File: src/rtl/uart_rx_controller.sv
// uart_rx_controller
// Receive-side UART sequencer: synchronizes the raw serial line, hunts for a
// start bit on the oversampling BaudTick, samples every bit cell at its centre,
// assembles an LSB-first frame and presents the byte on a valid/ready handshake.
// Framing errors and overruns are reported.
// Compile-time option: define UART_RX_PARITY_EN for 8E1 frames with a live
// parity_err output; left undefined the frame is 8N1 and parity_err is tied 0.
module uart_rx_controller #(
    parameter int OVS = 4
) (
    input  logic       clk,
    input  logic       rst,
    input  logic       RxD_raw,
    input  logic       BaudTick,
    output logic [7:0] rx_data,
    output logic       rx_valid,
    input  logic       rx_ready,
    output logic       frame_err,
    output logic       overrun,
    output logic       parity_err,
    output logic       busy
);

    localparam int TW = $clog2(OVS);
    // START holds for OVS/2-1 ticks, so its last tick is reached at count OVS/2-2.
    localparam logic [TW-1:0] HALF_LAST = TW'(OVS / 2 - 2);
    // DATA/PARITY/STOP sample once every OVS ticks.
    localparam logic [TW-1:0] FULL_LAST = TW'(OVS - 1);

`ifdef UART_RX_PARITY_EN
    typedef enum logic [2:0] {
        S_IDLE,
        S_START,
        S_DATA,
        S_PARITY,
        S_STOP
    } state_t;
`else
    typedef enum logic [2:0] {
        S_IDLE,
        S_START,
        S_DATA,
        S_STOP
    } state_t;
`endif

    state_t          state;
    state_t          state_nxt;

    logic            sync1;
    logic            rxs;
    logic [TW-1:0]   tcnt;
    logic [2:0]      bcnt;
    logic [7:0]      shreg;

    logic            start_hit;
    logic            bit_hit;
    logic            last_bit;

    logic            tcnt_clr;
    logic            tcnt_inc;
    logic            bcnt_clr;
    logic            shift_en;
    logic            stop_chk;
`ifdef UART_RX_PARITY_EN
    logic            par_chk;
`endif

    logic            stop_good;
    logic            handshake;
    logic            load;
    logic            drop;

    assign start_hit = (tcnt == HALF_LAST);
    assign bit_hit   = (tcnt == FULL_LAST);
    assign last_bit  = (bcnt == 3'd7);

    // Two-flop synchronizer; resets to the idle (high) line level.
    always_ff @(posedge clk or negedge rst) begin
        if (!rst) begin
            sync1 <= 1'b1;
            rxs   <= 1'b1;
        end else begin
            sync1 <= RxD_raw;
            rxs   <= sync1;
        end
    end

    // State register.
    always_ff @(posedge clk or negedge rst) begin
        if (!rst) begin
            state <= S_IDLE;
        end else begin
            state <= state_nxt;
        end
    end

    // Next-state logic: every transition happens on a BaudTick.
    always_comb begin
        state_nxt = state;
        case (state)
            S_IDLE: begin
                if (BaudTick && !rxs) begin
                    state_nxt = S_START;
                end
            end
            S_START: begin
                if (BaudTick && start_hit) begin
                    // A high line at the start-bit centre means the edge was a glitch.
                    state_nxt = rxs ? S_IDLE : S_DATA;
                end
            end
            S_DATA: begin
                if (BaudTick && bit_hit && last_bit) begin
`ifdef UART_RX_PARITY_EN
                    state_nxt = S_PARITY;
`else
                    state_nxt = S_STOP;
`endif
                end
            end
`ifdef UART_RX_PARITY_EN
            S_PARITY: begin
                if (BaudTick && bit_hit) begin
                    state_nxt = S_STOP;
                end
            end
`endif
            S_STOP: begin
                // Leave at the stop-bit centre so a following start bit is not missed.
                if (BaudTick && bit_hit) begin
                    state_nxt = S_IDLE;
                end
            end
            default: state_nxt = S_IDLE;
        endcase
    end

    // Output decode: counter controls and sample strobes for the current state.
    always_comb begin
        tcnt_clr = 1'b0;
        tcnt_inc = 1'b0;
        bcnt_clr = 1'b0;
        shift_en = 1'b0;
        stop_chk = 1'b0;
`ifdef UART_RX_PARITY_EN
        par_chk  = 1'b0;
`endif
        case (state)
            S_IDLE: begin
                if (BaudTick && !rxs) begin
                    tcnt_clr = 1'b1;
                end
            end
            S_START: begin
                if (BaudTick) begin
                    if (start_hit) begin
                        tcnt_clr = 1'b1;
                        bcnt_clr = 1'b1;
                    end else begin
                        tcnt_inc = 1'b1;
                    end
                end
            end
            S_DATA: begin
                if (BaudTick) begin
                    if (bit_hit) begin
                        tcnt_clr = 1'b1;
                        shift_en = 1'b1;
                    end else begin
                        tcnt_inc = 1'b1;
                    end
                end
            end
`ifdef UART_RX_PARITY_EN
            S_PARITY: begin
                if (BaudTick) begin
                    if (bit_hit) begin
                        tcnt_clr = 1'b1;
                        par_chk  = 1'b1;
                    end else begin
                        tcnt_inc = 1'b1;
                    end
                end
            end
`endif
            S_STOP: begin
                if (BaudTick) begin
                    if (bit_hit) begin
                        tcnt_clr = 1'b1;
                        stop_chk = 1'b1;
                    end else begin
                        tcnt_inc = 1'b1;
                    end
                end
            end
            default: begin
                tcnt_clr = 1'b0;
            end
        endcase
    end

    assign busy = (state != S_IDLE);

    // Tick counter, bit counter and LSB-first shift register.
    always_ff @(posedge clk or negedge rst) begin
        if (!rst) begin
            tcnt  <= '0;
            bcnt  <= 3'd0;
            shreg <= 8'h00;
        end else begin
            if (tcnt_clr) begin
                tcnt <= '0;
            end else if (tcnt_inc) begin
                tcnt <= tcnt + 1'b1;
            end
            if (bcnt_clr) begin
                bcnt <= 3'd0;
            end else if (shift_en) begin
                bcnt <= bcnt + 1'b1;
            end
            if (shift_en) begin
                shreg <= {rxs, shreg[7:1]};
            end
        end
    end

    // A good stop bit delivers the byte unless an unread byte is still held;
    // a handshake in the same cycle frees the holding register, so the load wins.
    assign stop_good = stop_chk && rxs;
    assign handshake = rx_valid && rx_ready;
    assign load      = stop_good && (!rx_valid || rx_ready);
    assign drop      = stop_good && rx_valid && !rx_ready;

    // Consumer-facing holding register, handshake and error flags.
    always_ff @(posedge clk or negedge rst) begin
        if (!rst) begin
            rx_data   <= 8'h00;
            rx_valid  <= 1'b0;
            overrun   <= 1'b0;
            frame_err <= 1'b0;
        end else begin
            frame_err <= stop_chk && !rxs;
            if (load) begin
                rx_data <= shreg;
            end
            if (load) begin
                rx_valid <= 1'b1;
            end else if (handshake) begin
                rx_valid <= 1'b0;
            end
            if (drop) begin
                overrun <= 1'b1;
            end else if (handshake) begin
                overrun <= 1'b0;
            end
        end
    end

`ifdef UART_RX_PARITY_EN
    // Even-parity check at the parity-bit centre; the byte is still delivered.
    always_ff @(posedge clk or negedge rst) begin
        if (!rst) begin
            parity_err <= 1'b0;
        end else begin
            parity_err <= par_chk && (rxs != (^shreg));
        end
    end
`else
    assign parity_err = 1'b0;
`endif

endmodule

File: config.mk
export PLATFORM = sky130hd
export DESIGN_NAME = uart_rx_controller
export DESIGN_NICKNAME = d
export VERILOG_FILES = /design/src/rtl/uart_rx_controller.sv
export SDC_FILE = /design/constraint.sdc
export NUM_CORES = 1
export LEC_CHECK = 0
export ABC_AREA = 1
export CAP_MARGIN = 20
export CELL_PAD_IN_SITES_DETAIL_PLACEMENT = 1
export CELL_PAD_IN_SITES_GLOBAL_PLACEMENT = 2
export CORE_UTILIZATION = 33
export DETAILED_ROUTE_END_ITERATION = 8
export PLACE_DENSITY = 0.84
export SLEW_MARGIN = 20
export SYNTH_ARGS = -nofsm -noshare
export SYNTH_HDL_FRONTEND = slang
export SYNTH_SLANG_ARGS = --single-unit
File: constraint.sdc
create_clock -name clk -period 2.8 [get_ports clk]
set_clock_uncertainty 0.2 [all_clocks]
set_input_delay 0.28 -clock clk [delete_from_list [all_inputs] [get_ports clk]]
set_output_delay 0.28 -clock clk [all_outputs]
set_load 0.01 [all_outputs]
==> results of run 1 <==
-- flip-flops by register name (all words and copies together) (netlist names) --
name and cells:
rx_valid 1, overrun 1, tcnt 2, frame_err 1, shreg 8, rx_data 8, state 2, bcnt 3
sync1 1, rxs 1
-- final timing paths --
check | start | endpoint | slack (ns) | cells past startpoint
min in group asynchronous | rst | shreg[1] | 0.18 | 2
worst max register to register | tcnt[0] | bcnt[0] | 1.19 | 7
worst min-delay path | sync1 | rxs | 0.16 | 0
max in group asynchronous | rst | rxs | 1.91 | 2
worst min register to register | sync1 | rxs | 0.16 | 0
worst max-delay path | state[0] | busy | 0.75 | 3
-- area by class of cell --
class	count	area, um^2	area share, %
Clock buffer	4	55.05	3.446
Multi-Input combinational cell	95	518.0	32.42
Timing Repair Buffer	17	167.7	10.49
Tap cell	48	60.06	3.759
Sequential cell	28	703.2	44.01
Inverter	25	93.84	5.873
-- power by group --
part | internal, mW | switching [mW] | total, mW
sequential | 0.536 | 0.105 | 0.642
clock | 0.126 | 0.116 | 0.242
combinational | 0.259 | 0.347 | 0.606
-- layer usage --
layer,global-route usage [%],wire (um)
met3,3.103,79
met2,24.74,1191
met4,3.261,33
met5,0,0
met1,17.14,1235
-- synthesized netlist by cell type --
master | n | area share, %
nor2_1 | 9 | 2.5
nor3_1 | 1 | 0.37
nor2_4 | 2 | 1.7
buf_4 | 1 | 0.56
nand2_2 | 2 | 0.93
ha_1 | 4 | 3.7
a21oi_1 | 1 | 0.37
dfstp_2 | 2 | 3.9
o21ai_2 | 8 | 5.2
buf_6 | 2 | 1.7
o21ai_0 | 4 | 1.5
nand3_1 | 5 | 1.9
and2_1 | 1 | 0.47
nand3_4 | 1 | 1.3
nand2_4 | 2 | 1.7
inv_2 | 3 | 0.84
nand2_1 | 43 | 12
inv_1 | 22 | 6.1
conb_1 | 1 | 0.28
nand4_1 | 2 | 0.93
o21bai_1 | 1 | 0.56
o21ai_1 | 7 | 2.6
dfrtp_1 | 26 | 48
a22oi_1 | 1 | 0.56
-- critical path: stages, from the launching register on --
cell and delay, ns:
dfrtp_1 0.50, nor2_1 0.24, inv_2 0.08, clkdlybuf4s50_1 0.48
-- stage by stage --
| step | utilization (%) | cell area [um^2] | setup WS, ns | cells |
|---|---|---|---|---|
| global placement | 40.91 | 1543 | 0.9387 | 213 |
| finish | 42.37 | 1598 | 0.7495 | 217 |
| detailed placement | 40.91 | 1543 | 0.8556 | 213 |
| global route | 42.37 | 1598 | 0.6529 | 217 |
| floorplan | - | 1345 | 1.384 | 151 |
| CTS | 42.37 | 1598 | 0.7294 | 217 |
-- kinds of logic after synthesis --
kind of cell / count (synthesis) / share of synthesized area (%)
buffers and inverters: 28 / 9.209
AOI/OAI and AO/OA: 22 / 10.79
other: 1 / 0.2788
adders and majority gates: 4 / 3.721
and+or+nand+nor: 68 / 23.72
DFF: 28 / 52.28
==> results.json, run 1 <==
{
  "power.density_nw_per_um2": 932.1,
  "antenna_found_initial": 0,
  "die_h_um": 65.84,
  "layout.nets": 179,
  "critPathLaunchType": "flip-flop",
  "ios": 18,
  "cts_buffers": 3,
  "avgRoutedWirePerCell_um": 11.70,
  "grt_start_max_net_pins": 29,
  "wl_mm": 2.539,
  "grt_pass1_vias": 1073,
  "hold_viol_final": 0,
  "cts_setup_buffers": 0,
  "die_w_um": 65.84,
  "worstHoldPathType": "flip-flop to flip-flop",
  "nFillCells": 450,
  "syn2layout_area_growth_pct": 18.79,
  "cts_htree_levels": 1,
  "drv_cap": 0,
  "yosysWarnings": 0,
  "ir_worst_vdd_mv": 0.4399,
  "rows": 22,
  "cts-resized-gates": 0,
  "synth.avg_cell_area_um2": 8.908,
  "initial_core_util_pct": 35.67,
  "status": "complete, no violations",
  "final_common_cell": "nand2_1",
  "drt-initial-drc-count": 32,
  "viasPerCell": 4.521,
  "grt.total_usage_pct": 14.01,
  "path_max_fanout": 6,
  "cts_tree": "yes",
  "finalSetupViolations": 0,
  "clock-root-buffer": "clkbuf_8",
  "clkSlewWorstSetupHoldPaths_ns": 0.09,
  "worst_setup_path_end_kind": "output pin",
  "postRouteAntennaNets": 0,
  "drcViolationCount": 0,
  "vias": 981,
  "netlist_area_um2": 1345,
  "io_buffers": 16,
  "cp.required_ns": 2.32,
  "drive_gt1_share_pct": 14.79,
  "synth_cell_types": 24,
  "grt_setup_unrepaired": "false",
  "fmax_mhz": 487.7,
  "gp_congestion": 0.7708,
  "die_area_um2": 4335,
  "setup_tns_ns": 0,
  "path_class": "flip-flop to output pin",
  "syn_nets": 160,
  "mostFrequentLayoutCells": "nand2_1, dfrtp_1, inv_1",
  "slew_violations": 0,
  "dp_hpwl_mm": 1.949,
  "period_share_pct": 73.23,
  "holdBufCountCts": 0,
  "leakagePower_nw": 0.7930,
  "clockBufferDepth": 2,
  "power.total_mw": 1.489,
  "grt_overflow": 0,
  "timing.hold.ws_ns": 0.1640,
  "diodes": 0,
  "cts_num_sinks": 28,
  "firstDrtPassIters": 2,
  "grt_pass1_wl_mm": 4.671,
  "clock_latency_ns": 0.27,
  "period_minus_slack_ns": 2.051,
  "core_area_um2": 3771,
  "yosysSeqAreaShare_pct": 52.28,
  "cp_data_arrival_time_ns": 1.57,
  "syn_inst": 151,
  "synth-seq-cells": 28
}
Power figures use the tool's default switching activity.
==> run 2: changes to the inputs <==
--- a/config.mk
+++ b/config.mk
@@ -9,9 +9,9 @@
 export CAP_MARGIN = 20
 export CELL_PAD_IN_SITES_DETAIL_PLACEMENT = 1
 export CELL_PAD_IN_SITES_GLOBAL_PLACEMENT = 2
-export CORE_UTILIZATION = 33
+export CORE_UTILIZATION = 29
 export DETAILED_ROUTE_END_ITERATION = 8
-export PLACE_DENSITY = 0.84
+export PLACE_DENSITY = 0.79
 export SLEW_MARGIN = 20
 export SYNTH_ARGS = -nofsm -noshare
 export SYNTH_HDL_FRONTEND = slang
==> constraint.sdc (replaced) <==
create_clock -name clk -period 1.8 [get_ports clk]
set_clock_uncertainty 0.2 [all_clocks]
set_input_delay 0.18 -clock clk [delete_from_list [all_inputs] [get_ports clk]]
set_output_delay 0.18 -clock clk [all_outputs]
set_load 0.01 [all_outputs]
==> run 2 against run 1 <==
Sequential share of layout area shrank 1.2 points. Non-clock buffer count grew 4. Routed wire length grew 5.2%. Design area grew 2.8%. Register-to-register slack lost 1.0 ns. Via count grew 3.2%. Combinational power grew 75%. Hold slack lost 0.097 ns. Final cell count grew 3.7%. Critical endpoint is now bcnt[0].
==> results.json, run 2 (synthesized netlist as in run 1, its figures left out) <==
{
  "die_area_um2": 4915,
  "syn2layout_area_growth_pct": 22.14,
  "cts_buffers": 3,
  "holdBufCountCts": 0,
  "core_area_um2": 4414,
  "rows": 24,
  "clock-root-buffer": "clkbuf_8",
  "drive_gt1_share_pct": 17.34,
  "cts_tree": "yes",
  "path_class": "flip-flop to flip-flop",
  "design_area_um2": 1643,
  "vias": 1012,
  "io_buffers": 16,
  "postRouteAntennaNets": 0,
  "crit_slowest_cell": "dfrtp_1",
  "grt_setup_unrepaired": "false",
  "ir_worst_vdd_mv": 0.4602,
  "cts_htree_levels": 1,
  "firstDrtPassIters": 4,
  "ios": 18,
  "hold_viol_final": 0,
  "largest_registers": "rx_data x8, shreg x8, bcnt x3",
  "cp.required_ns": 1.77,
  "cp_cell_sequence": "ha_1 > nand2_2 > inv_1 > nand2_4 > inv_2 > nor2_1 > a21oi_1",
  "worst_setup_path_end_kind": "flip-flop",
  "initial_core_util_pct": 30.47,
  "critPathLaunchType": "flip-flop",
  "period_minus_slack_ns": 1.615,
  "slew_violations": 0,
  "multiInputGateArea_um2": 525.5,
  "worstHoldPathType": "primary input to async pin",
  "finalSetupViolations": 0,
  "grt_pass1_wl_mm": 5.223,
  "wl_mm": 2.671,
  "viasPerCell": 4.498,
  "drv_cap": 0,
  "grt_overflow": 0,
  "setup_tns_ns": 0,
  "drcViolationCount": 0,
  "avgRoutedWirePerCell_um": 11.87,
  "period_share_pct": 89.73,
  "power.density_nw_per_um2": 1467,
  "cts_num_sinks": 28,
  "die_h_um": 70.11,
  "fmax_mhz": 619.2,
  "gp_congestion": 0.7323,
  "mostFrequentLayoutCells": "nand2_1, dfrtp_1, inv_1",
  "ff_latch_area_um2": 703.2,
  "final_common_cell": "nand2_1",
  "grt_start_max_net_pins": 29,
  "power.total_mw": 2.409,
  "reg2reg_slack_ns": 0.18,
  "max_stage_delay_ns": 0.40,
  "layout.nets": 183,
  "timing.critical_path.buf_inv": 2,
  "die_w_um": 70.11,
  "diodes": 0,
  "clkSlewWorstSetupHoldPaths_ns": 0.09,
  "grt.total_usage_pct": 13.39,
  "place_area_um2": 1578,
  "critical_path.top_delay_family": "simple AND/OR/NAND/NOR gates",
  "status": "complete, no violations",
  "leakagePower_nw": 0.8188,
  "cp_data_arrival_time_ns": 1.59,
  "antenna_found_initial": 0,
  "nFillCells": 515,
  "clockBufferDepth": 2,
  "path_max_fanout": 18,
  "grt_pass1_vias": 1139,
  "clock_latency_ns": 0.28,
  "drt-initial-drc-count": 36,
  "dp_hpwl_mm": 2.017
}
run 2: final cells by class:
cell class,count,share of cell area (%)
timing repair buffer,21,12.19
tap,52,3.960
multi-input combinational,95,31.99
clock buffer,4,3.351
inverter,25,5.712
sequential,28,42.80
run 2: path summary, 6_finish.rpt:
path	from	to	depth (start not counted)
max	tcnt[0]	bcnt[0]	7
max in group asynchronous	rst	sync1	2
min	rst	shreg[4]	2
min in group clk	RxD_raw	sync1	1
min reg2reg	sync1	rxs	0
max reg2reg	tcnt[0]	bcnt[0]	7
run 2: metal layers:
layer | wire, um | GRT usage [%]
met1 | 1223 | 16.45
met3 | 68 | 2.165
met4 | 53 | 6.000
met5 | 0 | 0
met2 | 1326 | 22.97
run 2: metrics by stage:
step	util [%]	cells	setup WS (ns)	hold WS [ns]
finish	37.22	225	0.1849	0.06748
global route	37.22	225	0.05505	0.09503
CTS	37.16	225	0.02119	0.08281
detailed placement	35.74	221	0.09473	0.1476
global placement	35.74	221	0.1261	0.1474
floorplan	-	151	0.3843	-0.3156
run 2: power breakdown:
| part | leakage [nW] | switching, mW | internal (mW) |
|---|---|---|---|
| Combinational | 0.429 | 0.615 | 0.441 |
| Sequential | 0.361 | 0.125 | 0.835 |
| Clock | 0.0288 | 0.197 | 0.196 |
| Total | 0.819 | 0.937 | 1.47 |
run 2: worst reg2reg max path, delay by kind of cell, from the launching register on:
kind	cells	cell delay [ns]
compound gates	1	0.05
flops	1	0.40
buf+inv	2	0.20
simple gates	3	0.41
fa+ha+maj	1	0.24
run 2: what timing repair did:
action                                  in CTS  in global routing
gates resized for setup                      2                  1
buffers inserted                             0                  0
pin swaps                                    0                  0
endpoints found under the setup margin       1                  1
hold endpoints to repair                     0                  0
==> patch, RTL diff (config.mk and constraints of run 2) <==
Encoding of `state_t`: now one-hot (4 bits for 4 states).
--- a/src/rtl/uart_rx_controller.sv
+++ b/src/rtl/uart_rx_controller.sv
@@ -38,7 +38,7 @@
 `else
-    typedef enum logic [2:0] {
-        S_IDLE,
-        S_START,
-        S_DATA,
-        S_STOP
+    typedef enum logic [3:0] {
+        S_IDLE  = 4'b0001,
+        S_START = 4'b0010,
+        S_DATA  = 4'b0100,
+        S_STOP  = 4'b1000
     } state_t;
Behaviour: no difference found for any inputs over 10 cycles, from zero or initial values and one cycle with rst low; not proved beyond that.
==> patch against run 2 <==
  * The run now ends with DRC left
  * Final area is 9.2% higher
  * Sequential share of layout area is 0.75 points lower
  * Setup slack got worse by 0.068 ns
  * Global-route usage grew 0.77 points
  * Synthesized area up 3.6%
  * First-iteration DRC count grew 130%
  * Die area increased by 3.5%
  * Wire length grew 18%
  * Fmax shrank 4.0%
  * Worst hold slack improved by 0.025 ns
  * Sequential cell count rose by 2
  * Non-clock buffer count is 1 higher
  * Critical path type unchanged
Power is not compared: it rests on default switching activity, and its combinational part moved more than twofold at a synthesized area within 25%.
==> patch: results <==
group,metric,value,unit
route,vias,1108,
placed_design,place_inst,229,
route,routed-wl-met3,142,um
placed_design,dp_hpwl,2.25,mm
setup_path,critical_path.max_fanout,7,
placed_design,placement.cell_area,0.00162,mm2
route,drt_first_pass_iters,6,
outcome,failing_checks,"DRC",
route,met2_wirelength,1.51,mm
yosys,post_synth_inst_count,160,
outcome,outcome,"finished with violations",
grt,grt_first_pass_wirelength,5.48,mm
setup_path,cpPeakStageDelay,0.38,ns
final_layout,final_nets,195,
route,wl_met1,1.45,mm
setup_path,rr_endpoint,"rx_data[1]",
final_layout,biggestRegsByFlops,"rx_data: 8 flops, shreg: 8 flops, state: 4 flops",
yosys,net_count_of_the_mapped_netlist,169,
grt,grt_usage,14.2,%
final_layout,share_of_layout_cells_above_drive_strength_1,19.8,%
cts,tritoncts.num_buffers,5,
yosys,yosys.cell_types.count,21,
setup_path,timing.reg2reg.setup_slack,0.12,ns
setup_path,cp.arrival,1.69,ns
yosys,synth.cells.most_frequent,"sky130_fd_sc_hd__nand2_1, sky130_fd_sc_hd__dfrtp_1, sky130_fd_sc_hd__inv_1",
grt,global_route.usage.met2,23.4,%
grt,globalRouteMet1Util,17.4,%
setup_path,crit-reg2reg-launch,"tcnt[1]",
route,drc,1,
grt,grt_max_degree,31,
yosys,synthTopCellsByArea,"sky130_fd_sc_hd__dfrtp_1, sky130_fd_sc_hd__nand2_1, sky130_fd_sc_hd__dfstp_2",
grt,groute.layer.met3.usage,4.36,%
cts,htree_levels,2,
[patch: how the worst max path moves through the flow]
stage	cells after the start	to	slack [ns]	start
after floorplan	9	rx_data[6]	0.28	tcnt[0]
after global placement	8	state[0]	0.10	BaudTick
after detailed placement	8	rx_data[1]	0.04	BaudTick
after CTS	8	rx_data[1]	0.12	tcnt[0]
after global routing	7	rx_data[1]	-0.001	tcnt[1]
final	7	rx_data[1]	0.12	tcnt[1]
[patch: logic make-up after synthesis]
group,count (synthesis),share of synthesized area [%]
fa+ha+maj,4,3.59
buf+inv,26,8.35
simple gates,82,25.8
flops,30,54.1
compound gates,17,7.90
other cells,1,0.269
[patch: power groups by stage]
| stage | clock network [W] | logic, W | registers (W) |
|---|---|---|---|
| after floorplan | 0 | 0.000162 | 0.000743 |
| after global placement | 0 | 0.000258 | 0.000746 |
| after detailed placement | 0 | 0.000261 | 0.000751 |
| after CTS | 0.000866 | 0.000251 | 0.000738 |
| after global routing | 0.000903 | 0.000289 | 0.000740 |
| final | 0.000847 | 0.000246 | 0.000737 |
[patch: area by class of cell]
cell class	count	area, um2
Inverter	22	82.6
Fill cell	522	2680
Clock buffer	6	82.6
Multi-Input combinational cell	105	546
Sequential cell	30	754
Timing Repair Buffer	22	204
Clock inverter	2	60.1
Tap cell	52	65.1
[patch: stage by stage]
stage          hold slack, ns  util [%]  total power, W
2_1_floorplan          -0.316         -        0.000905
3_3_place_gp            0.152      36.3         0.00100
3_5_place_dp            0.161      36.3         0.00101
4_1_cts                 0.106      39.4         0.00186
5_1_grt                 0.112      40.1         0.00193
6_report               0.0920      40.1         0.00183
[patch: timing repair]
item                                   CTS  global route
gates resized for setup                  1             3
buffers inserted                         0             1
endpoints found under the hold margin    0             0
setup endpoints to repair                1             2
cloned                                   0             1
pin swaps                                0             1
